`config.mk`:
```
export PLATFORM = sky130hd
export DESIGN_NAME = writeback_arbiter
export DESIGN_NICKNAME = d
export VERILOG_FILES = /design/src/rtl/writeback_arbiter_pkg.sv /design/src/rtl/wb_fifo.sv /design/src/rtl/writeback_arbiter.sv
export SDC_FILE = /design/constraint.sdc
export NUM_CORES = 1
export LEC_CHECK = 0
export BUFFER_PORTS_ARGS = -buffer_cell sky130_fd_sc_hd__buf_2
export CELL_PAD_IN_SITES_DETAIL_PLACEMENT = 2
export CELL_PAD_IN_SITES_GLOBAL_PLACEMENT = 2
export CORE_ASPECT_RATIO = 1.1
export CORE_MARGIN = 2
export CORE_UTILIZATION = 38
export DETAILED_ROUTE_END_ITERATION = 6
export PLACE_DENSITY = 0.9
export SLEW_MARGIN = 10
export SYNTH_ARGS = -nofsm -noshare
export SYNTH_HDL_FRONTEND = slang
export SYNTH_HIERARCHICAL = 1
export SYNTH_SLANG_ARGS = --single-unit
```
`constraint.sdc`:
```
create_clock -name clk -period 7 [get_ports clk]
set_input_delay 0 -clock clk [delete_from_list [all_inputs] [get_ports clk]]
set_output_delay 0 -clock clk [all_outputs]
set_load 0.02 [all_outputs]
```
`src/rtl/writeback_arbiter_pkg.sv`:
```
// Shared constants for the register-file write-side front end.
package writeback_arbiter_pkg;

    localparam int REG_ADDR_W = 4;
    localparam int DATA_W     = 32;
    localparam int NUM_REGS   = 16;

    localparam logic [REG_ADDR_W-1:0] PC_REG   = 4'd15;
    localparam logic [DATA_W-1:0]     SP_RESET = 32'h00001000;

endpackage

```
`src/rtl/wb_fifo.sv`:
```
// Small synchronous FIFO buffering load results until the write port is free.
module wb_fifo
    import writeback_arbiter_pkg::*;
#(
    parameter int DEPTH = 2,
    parameter int WIDTH = REG_ADDR_W + DATA_W,
    localparam int PW   = $clog2(DEPTH),
    localparam int CW   = PW + 1
) (
    input  logic             clk,
    input  logic             rst,
    input  logic             push,
    input  logic [WIDTH-1:0] din,
    input  logic             pop,
    output logic [WIDTH-1:0] dout,
    output logic [CW-1:0]    count,
    output logic             full,
    output logic             empty
);

    logic [WIDTH-1:0] mem_q [DEPTH];
    logic [PW-1:0]    wr_ptr_q;
    logic [PW-1:0]    rd_ptr_q;
    logic [CW-1:0]    count_q;
    logic             do_push;
    logic             do_pop;

    assign full    = (count_q == CW'(DEPTH));
    assign empty   = (count_q == '0);
    assign do_push = push && !full;
    assign do_pop  = pop && !empty;
    assign dout    = mem_q[rd_ptr_q];
    assign count   = count_q;

    // Power-of-two depth lets the pointers wrap by plain overflow.
    always_ff @(posedge clk or posedge rst) begin
        if (rst) begin
            wr_ptr_q <= '0;
            rd_ptr_q <= '0;
            count_q  <= '0;
        end else begin
            if (do_push) begin
                wr_ptr_q <= wr_ptr_q + PW'(1);
            end
            if (do_pop) begin
                rd_ptr_q <= rd_ptr_q + PW'(1);
            end
            count_q <= count_q + CW'(do_push) - CW'(do_pop);
        end
    end

    always_ff @(posedge clk) begin
        if (do_push) begin
            mem_q[wr_ptr_q] <= din;
        end
    end

endmodule

```
`src/rtl/writeback_arbiter.sv`:
```
// Merges ALU and load results onto the register-file write port, redirects
// PC writes, and tracks registers with outstanding loads for decode stalls.
module writeback_arbiter
    import writeback_arbiter_pkg::*;
#(
    parameter int                     FIFO_DEPTH = 2,
    parameter logic [REG_ADDR_W-1:0]  PC_REG     = 4'd15
) (
    input  logic                  clk,
    input  logic                  rst,
    input  logic                  alu_valid,
    input  logic [REG_ADDR_W-1:0] alu_addr,
    input  logic [DATA_W-1:0]     alu_data,
    input  logic                  mem_valid,
    output logic                  mem_ready,
    input  logic [REG_ADDR_W-1:0] mem_addr,
    input  logic [DATA_W-1:0]     mem_data,
    input  logic                  issue_valid,
    input  logic [REG_ADDR_W-1:0] issue_addr,
    input  logic [REG_ADDR_W-1:0] rs1_addr,
    input  logic [REG_ADDR_W-1:0] rs2_addr,
    output logic                  stall,
    output logic [NUM_REGS-1:0]   busy,
    output logic                  write_enable,
    output logic [REG_ADDR_W-1:0] write_addr,
    output logic [DATA_W-1:0]     write_data,
    output logic                  pc_write_valid,
    output logic [DATA_W-1:0]     pc_write_data,
    output logic                  waw_err
);

    localparam int CW = $clog2(FIFO_DEPTH) + 1;
    localparam int EW = REG_ADDR_W + DATA_W;

    logic [CW-1:0]         fifo_count;
    logic                  fifo_full;
    logic                  fifo_empty;
    logic [EW-1:0]         fifo_dout;
    logic                  push;
    logic                  pop;
    logic [REG_ADDR_W-1:0] head_addr;
    logic [DATA_W-1:0]     head_data;

    logic                  sel_valid;
    logic [REG_ADDR_W-1:0] sel_addr;
    logic [DATA_W-1:0]     sel_data;

    logic                  we_q, we_d;
    logic [REG_ADDR_W-1:0] waddr_q, waddr_d;
    logic [DATA_W-1:0]     wdata_q, wdata_d;
    logic                  pcv_q, pcv_d;
    logic [DATA_W-1:0]     pcd_q, pcd_d;
    logic [NUM_REGS-1:0]   busy_q, busy_d;
    logic                  waw_q, waw_d;

    assign mem_ready = (fifo_count < CW'(FIFO_DEPTH));
    assign push      = mem_valid && !fifo_full;
    // ALU has absolute priority; loads only drain on ALU-idle cycles.
    assign pop       = !alu_valid && !fifo_empty;
    assign head_addr = fifo_dout[EW-1 -: REG_ADDR_W];
    assign head_data = fifo_dout[DATA_W-1:0];

    wb_fifo #(
        .DEPTH (FIFO_DEPTH),
        .WIDTH (EW)
    ) u_fifo (
        .clk   (clk),
        .rst   (rst),
        .push  (push),
        .din   ({mem_addr, mem_data}),
        .pop   (pop),
        .dout  (fifo_dout),
        .count (fifo_count),
        .full  (fifo_full),
        .empty (fifo_empty)
    );

    always_comb begin
        sel_valid = 1'b0;
        sel_addr  = '0;
        sel_data  = '0;
        if (alu_valid) begin
            sel_valid = 1'b1;
            sel_addr  = alu_addr;
            sel_data  = alu_data;
        end else if (pop) begin
            sel_valid = 1'b1;
            sel_addr  = head_addr;
            sel_data  = head_data;
        end
    end

    always_comb begin
        we_d    = 1'b0;
        pcv_d   = 1'b0;
        waddr_d = waddr_q;
        wdata_d = wdata_q;
        pcd_d   = pcd_q;
        if (sel_valid) begin
            if (sel_addr == PC_REG) begin
                pcv_d = 1'b1;
                pcd_d = sel_data;
            end else begin
                we_d    = 1'b1;
                waddr_d = sel_addr;
                wdata_d = sel_data;
            end
        end
    end

    // Clear first so a same-cycle issue to the retiring register wins.
    always_comb begin
        busy_d = busy_q;
        if (pop) begin
            busy_d[head_addr] = 1'b0;
        end
        if (issue_valid) begin
            busy_d[issue_addr] = 1'b1;
        end
    end

    assign waw_d = waw_q | (alu_valid & busy_q[alu_addr]);

    always_ff @(posedge clk or posedge rst) begin
        if (rst) begin
            we_q    <= 1'b0;
            waddr_q <= '0;
            wdata_q <= '0;
            pcv_q   <= 1'b0;
            pcd_q   <= '0;
            busy_q  <= '0;
            waw_q   <= 1'b0;
        end else begin
            we_q    <= we_d;
            waddr_q <= waddr_d;
            wdata_q <= wdata_d;
            pcv_q   <= pcv_d;
            pcd_q   <= pcd_d;
            busy_q  <= busy_d;
            waw_q   <= waw_d;
        end
    end

    assign stall          = busy_q[rs1_addr] | busy_q[rs2_addr];
    assign busy           = busy_q;
    assign write_enable   = we_q;
    assign write_addr     = waddr_q;
    assign write_data     = wdata_q;
    assign pc_write_valid = pcv_q;
    assign pc_write_data  = pcd_q;
    assign waw_err        = waw_q;

endmodule

```
==> results of run 1 <==
-- Yosys cell counts, types with 3 or more instances --
cell type / number / area (um^2)
buf_12: 3 / 60.06
nand3b_1: 3 / 22.52
mux2_4: 29 / 435.4
o2bb2ai_1: 5 / 43.79
a21oi_1: 3 / 15.01
buf_6: 3 / 33.78
nor2b_1: 5 / 31.28
xnor2_1: 3 / 26.28
clkbuf_1: 12 / 45.04
nor2_1: 68 / 255.2
nand2b_1: 8 / 50.05
buf_2: 8 / 40.04
edfxtp_1: 72 / 2162
nand2_1: 38 / 142.6
a22oi_1: 36 / 270.3
buf_4: 3 / 22.52
mux4_2: 8 / 180.2
o22ai_1: 28 / 175.2
dfrtp_1: 91 / 2277
o21ai_0: 64 / 320.3
inv_1: 7 / 26.28
mux2i_1: 14 / 140.1
and2_1: 3 / 18.77
mux2_2: 9 / 101.4
nand3_1: 3 / 15.01
-- flip-flops by register name, summed over array words and instances, names as in the netlist --
name,cells
u_fifo/mem_q,72
pc_write_data,32
write_data,32
busy,16
write_addr,4
u_fifo/count,2
pc_write_valid,1
u_fifo/rd_ptr_q,1
u_fifo/wr_ptr_q,1
waw_err,1
write_enable,1
-- worst max path at each step --
| stage | slack [ns] | from | end |
|---|---|---|---|
| finish | 4.08 | u_fifo/count[1] | busy[13] |
| global route | 3.87 | u_fifo/count[1] | busy[13] |
| CTS | 4.08 | u_fifo/count[1] | busy[13] |
| detailed placement | 4.24 | u_fifo/count[1] | write_data[3] |
| global placement | 4.43 | u_fifo/count[1] | u_fifo/count[1] |
| floorplan | 4.28 | u_fifo/count[1] | u_fifo/mem_q[0][0] |
-- final cells by class --
type / instances / area [um^2]
repair buffers: 262 / 1724
well taps: 243 / 304.0
inverters: 8 / 31.28
flip-flops and latches: 163 / 4441
clock inverters: 12 / 130.1
multi-input cells: 346 / 2442
clock buffers: 19 / 454.2
fillers: 1794 / 8821
-- layer usage --
layer | share of wire, % | GRT usage (%)
met2 | 55 | 49.39
met3 | 4.3 | 5.694
met1 | 38 | 30.69
met4 | 3.2 | 11.89
met5 | 0.050 | 0
-- what timing repair did --
action | CTS | global route
setup buffers | 0 | 0
hold buffers | 80 | 0
endpoints found under the hold margin | 197 | 0
-- critical path, delay by kind of cell, from the launching register on --
family	cells	cell delay, ns
buffers and inverters	1	0.56
DFF	1	0.41
and+or+nand+nor	3	1.41
AOI/OAI and AO/OA	2	0.42
-- per-stage QoR --
step                      std cells  util, %  setup slack, ns  instance area [um^2]
after CTS                      1053    51.92            4.080                  9527
after floorplan                 546        -            4.284                  7092
after global routing           1053    51.92            3.869                  9527
after global placement          942    44.37            4.433                  8142
final                          1053    51.92            4.082                  9527
after detailed placement        942    44.37            4.241                  8142
-- cell usage in the layout, fill, tap and decap left out, types with 18 or more instances in the layout --
cell type        n
dfrtp_1         90
clkbuf_16       18
mux2_4          29
a22oi_1         36
nand2_1         38
buf_2          177
o21ai_0         64
edfxtp_1        72
dlygate4sd3_1   80
o22ai_1         28
nor2_1          67
-- power by group --
group / leakage [nW] / switching, mW / internal (mW)
clock network: 0.292 / 0.409 / 0.546
registers: 1.75 / 0.260 / 1.34
logic: 2.08 / 0.983 / 0.590
-- kinds of logic (layout without fill, tap and decap cells) --
kind of cell    Yosys count  count (layout)
flops                   163             163
compound gates          141             141
simple gates            139             139
mux                      60              60
buf+inv                  37             301
xor+xnor                  4               4
fa+ha+maj                 2               2
==> flow_summary.json, run 1 <==
{
  "outcome": "finished clean",
  "port_buffers": 177,
  "min_path_type": "in2async",
  "htree_levels": 4,
  "p_leak_nw": 4.117,
  "max_slew_margin_pct": 16.65,
  "cp_common_cell": "o21ai_0",
  "r2r_end": "busy[13]",
  "ioPinCount": 178,
  "antenna_left": 0,
  "cts-root-to-sink-buffers": 2,
  "grt_pass1_wl_um": 39990,
  "die_area_um2": 19770,
  "synth_compound_area_share_pct": 12.44,
  "synth_seq_cells": 163,
  "die_h_um": 147.3,
  "worstReg2RegStart": "u_fifo/count[1]",
  "period_minus_slack_ns": 2.918,
  "place.gp.congestion": 0.8290,
  "postSynth.asyncResetShare_pct": 55.83,
  "grt_max_degree": 70,
  "cts_tree": "built",
  "drtIter0Drc": 262,
  "cts_inserted_buffers": 17,
  "drc": 0,
  "core_area_um2": 18350,
  "diodes": 0,
  "yosys.cell_types.count": 43,
  "overflow": 0,
  "area_growth_syn_to_layout_pct": 34.33,
  "routed_wl_um": 26040,
  "synth_edf_count": 72,
  "grt_pass1_vias": 6657,
  "postSynthAreaPerCell_um2": 12.99,
  "postCtsResizedCells": 0,
  "synth_area_um2": 7092,
  "cts_sinks": 163,
  "final_max_slew_viol_count": 0,
  "rsz0062_at_grt": "no",
  "max_stage_delay_ns": 0.89,
  "viasPerCell": 5.430,
  "clock_latency_ns": 0.44,
  "arrival_ns": 3.24,
  "power_density_nw_per_um2": 433.9,
  "grt_usage_pct": 27.21,
  "finalPower_mw": 4.133,
  "cp_cell_sequence": "nor2_1 -> nor2_4 -> nand3b_1 -> o21ai_0 -> o21ai_0 -> dlygate4sd3_1",
  "wire_per_inst_um": 24.73,
  "clk_pin_slew_ns": 0.07,
  "worst_path_max_delay_cell": "nor2_4",
  "synthAdderAreaFrac_pct": 0.3529,
  "die_w_um": 134.3,
  "synth.area.mux_share_pct": 12.09,
  "cp_data_required_time_ns": 7.32,
  "min_period_over_period_pct": 41.69,
  "crit_path_start_kind": "register",
  "antenna_found_initial": 1,
  "max-vdd-ir-drop_uv": 211.0,
  "synth_xor_area_share_pct": 0.4940,
  "synthSimpleGateAreaFrac_pct": 8.769,
  "synth_top_family_by_area": "compound AO/OA/AOI/OAI gates",
  "drv_cap": 0,
  "start_util_pct": 38.65,
  "dp.final_hpwl_um": 15460,
  "final_layout_size_suffix_gt1_share_pct": 33.46,
  "synthCells": 546,
  "hold_viol": 0,
  "end_kind": "register",
  "synthesis.nets": 637,
  "path_max_fanout": 35,
  "reg2reg_slack_ns": 4.08,
  "setup_viol_count_final": 0,
  "ys_dominant_reg_cell": "dfrtp_1",
  "num_vias": 5718,
  "r2r_cells": 6,
  "rows": 52,
  "synth.yosys.seq_area_share_pct": 62.60,
  "max_freq_ghz": 0.3427,
  "critical_path_class": "reg2reg",
  "synth_warnings": 6,
  "tightest_slew_ns": 1.247,
  "finalNetCount": 889,
  "finClkSkew_ns": 0.01529,
  "timing.hold.ws_ns": 0.04684,
  "root_buffer": "clkbuf_16",
  "tns_ns": 0,
  "dr.pass1.iters": 5
}
Power figures use the tool's default switching activity.
==> inputs of run 2 (changes only) <==
--- a/config.mk
+++ b/config.mk
@@ -10,9 +10,9 @@
 export CELL_PAD_IN_SITES_GLOBAL_PLACEMENT = 2
 export CORE_ASPECT_RATIO = 1.1
 export CORE_MARGIN = 2
-export CORE_UTILIZATION = 38
+export CORE_UTILIZATION = 35
 export DETAILED_ROUTE_END_ITERATION = 6
-export PLACE_DENSITY = 0.9
+export PLACE_DENSITY = 0.84
 export SLEW_MARGIN = 10
 export SYNTH_ARGS = -nofsm -noshare
 export SYNTH_HDL_FRONTEND = slang
==> constraint.sdc (replaced) <==
create_clock -name clk -period 3.05 [get_ports clk]
set_input_delay 0 -clock clk [delete_from_list [all_inputs] [get_ports clk]]
set_output_delay 0 -clock clk [all_outputs]
set_load 0.02 [all_outputs]
==> flow_summary.json, run 2 (synthesis gave the netlist of run 1 again) <==
{
  "worstReg2RegStart": "u_fifo/rd_ptr_q",
  "area_growth_syn_to_layout_pct": 35.53,
  "start_util_pct": 35.70,
  "final_max_slew_viol_count": 0,
  "grt_pass1_wl_um": 38810,
  "core_area_um2": 19860,
  "utilization_pct": 48.39,
  "final_layout_size_suffix_gt1_share_pct": 33.66,
  "r2r_cells": 6,
  "largest_reg_flops": 72,
  "cts_inserted_buffers": 17,
  "tns_ns": 0,
  "top_layer_used": "met4",
  "critPathTopFamily": "buffers and inverters",
  "crit_path_start_kind": "register",
  "place.gp.congestion": 0.8264,
  "r2r_end": "write_data[2]",
  "grt_usage_pct": 23.85,
  "outcome": "finished clean",
  "dp.final_hpwl_um": 15800,
  "period_minus_slack_ns": 2.479,
  "wl_met1_um": 9719,
  "critPathBufInv": 2,
  "wl_met2_um": 13530,
  "antenna_left": 0,
  "critical_path_class": "reg2reg",
  "crit_cells": 6,
  "drv_cap": 0,
  "rsz0062_at_grt": "no",
  "tightest_slew_ns": 0.8084,
  "met3_length_um": 1088,
  "power_density_nw_per_um2": 987.2,
  "max_freq_ghz": 0.4034,
  "grt_max_degree": 70,
  "root_buffer": "clkbuf_16",
  "max_slew_margin_pct": 46.11,
  "finClkSkew_ns": 0.008059,
  "max-vdd-ir-drop_uv": 477.5,
  "finalNetCount": 898,
  "path_max_fanout": 69,
  "max_stage_delay_ns": 0.59,
  "hold_viol": 0,
  "setup_viol_count_final": 0,
  "overflow": 0,
  "clock_latency_ns": 0.43,
  "cts_tree": "built",
  "grt_pass1_vias": 6654,
  "cp_data_required_time_ns": 3.39,
  "cts_sinks": 163,
  "htree_levels": 4,
  "die_h_um": 153.3,
  "p_leak_nw": 4.139,
  "min_path_type": "in2reg",
  "routed_wl_um": 25180,
  "arrival_ns": 2.82,
  "min_to": "write_addr[0]",
  "cts-root-to-sink-buffers": 2,
  "die_area_um2": 21420,
  "wire_per_inst_um": 23.44,
  "regMostFlops": "u_fifo/mem_q",
  "postCtsResizedCells": 0,
  "min_period_over_period_pct": 81.27,
  "layout_commonest_cell": "buf_2",
  "ioPinCount": 178,
  "fillers": 1987,
  "layout_common_cells": "177 x buf_2, 90 x dfrtp_1, 81 x dlygate4sd3_1",
  "worst_path_max_delay_cell": "buf_4",
  "cp_cell_sequence": "mux2_2 -> and2_1 -> a22oi_4 -> buf_4 -> inv_1 -> o2bb2ai_1",
  "drtIter0Drc": 236,
  "viasPerCell": 5.310,
  "port_buffers": 177,
  "holdPathStages": 3,
  "drc": 0,
  "antenna_found_initial": 2,
  "end_kind": "register",
  "reg2reg_slack_ns": 0.57,
  "num_vias": 5703,
  "clk_pin_slew_ns": 0.06,
  "min_from": "alu_addr[0]",
  "rows": 54,
  "die_w_um": 139.7,
  "dr.pass1.iters": 5
}
==> run 2: worst max path at each step <==
| stage | from | to | slack, ns |
|---|---|---|---|
| after floorplan | u_fifo/count[1] | u_fifo/mem_q[0][0] | 0.33 |
| after global placement | u_fifo/rd_ptr_q | write_data[0] | 0.84 |
| after detailed placement | u_fifo/rd_ptr_q | write_data[0] | 0.67 |
| after CTS | u_fifo/rd_ptr_q | write_data[0] | 0.64 |
| after global routing | u_fifo/rd_ptr_q | write_data[2] | 0.38 |
| final | u_fifo/rd_ptr_q | write_data[2] | 0.57 |
==> run 2: power by group <==
group	switching, mW	total, mW	internal (mW)
Clock	0.893	2.17	1.28
Sequential	0.565	3.64	3.08
Combinational	2.27	3.67	1.40
==> run 2: area by class of cell <==
cell class                      instances  area, um^2  area share [%]
Sequential cell                       163        4441           46.20
Tap cell                              252       315.3           3.280
Multi-Input combinational cell        346        2435           25.33
Clock inverter                         14       160.2           1.666
Inverter                                8       32.53          0.3385
Antenna cell                            2       5.005         0.05207
Timing Repair Buffer                  271        1794           18.67
Clock buffer                           18       429.2           4.465
==> run 2: what timing repair did <==
action | 4_1_cts | 5_1_grt
hold buffers | 81 | 0
setup buffers | 0 | 0
hold endpoints to repair | 216 | 0
==> run 2: tightest hold or removal path, cell delays in order <==
cell	delay, ns
buf_2	0.19
a21oi_1	0.19
nor2_1	0.07
==> run 2: through the flow <==
step / setup slack, ns / instance area (um^2) / total power, mW / std cells / hold slack, ns
2_1_floorplan: 0.3338 / 7092 / 5.847 / 546 / -0.2339
3_3_place_gp: 0.8385 / 8205 / 6.883 / 959 / -0.05422
3_5_place_dp: 0.6676 / 8205 / 7.137 / 959 / -0.04411
4_1_cts: 0.6362 / 9605 / 9.447 / 1072 / 0.03852
5_1_grt: 0.3781 / 9612 / 9.965 / 1074 / 0.07166
6_report: 0.5712 / 9612 / 9.489 / 1074 / 0.07055
==> run 2: metal layers <==
layer / GRT usage (%) / vias up
met1: 27.01 / 2901
met4: 9.762 / 0
met5: 0 / -
met2: 43.79 / 196
met3: 4.637 / 62
li1: - / 2544
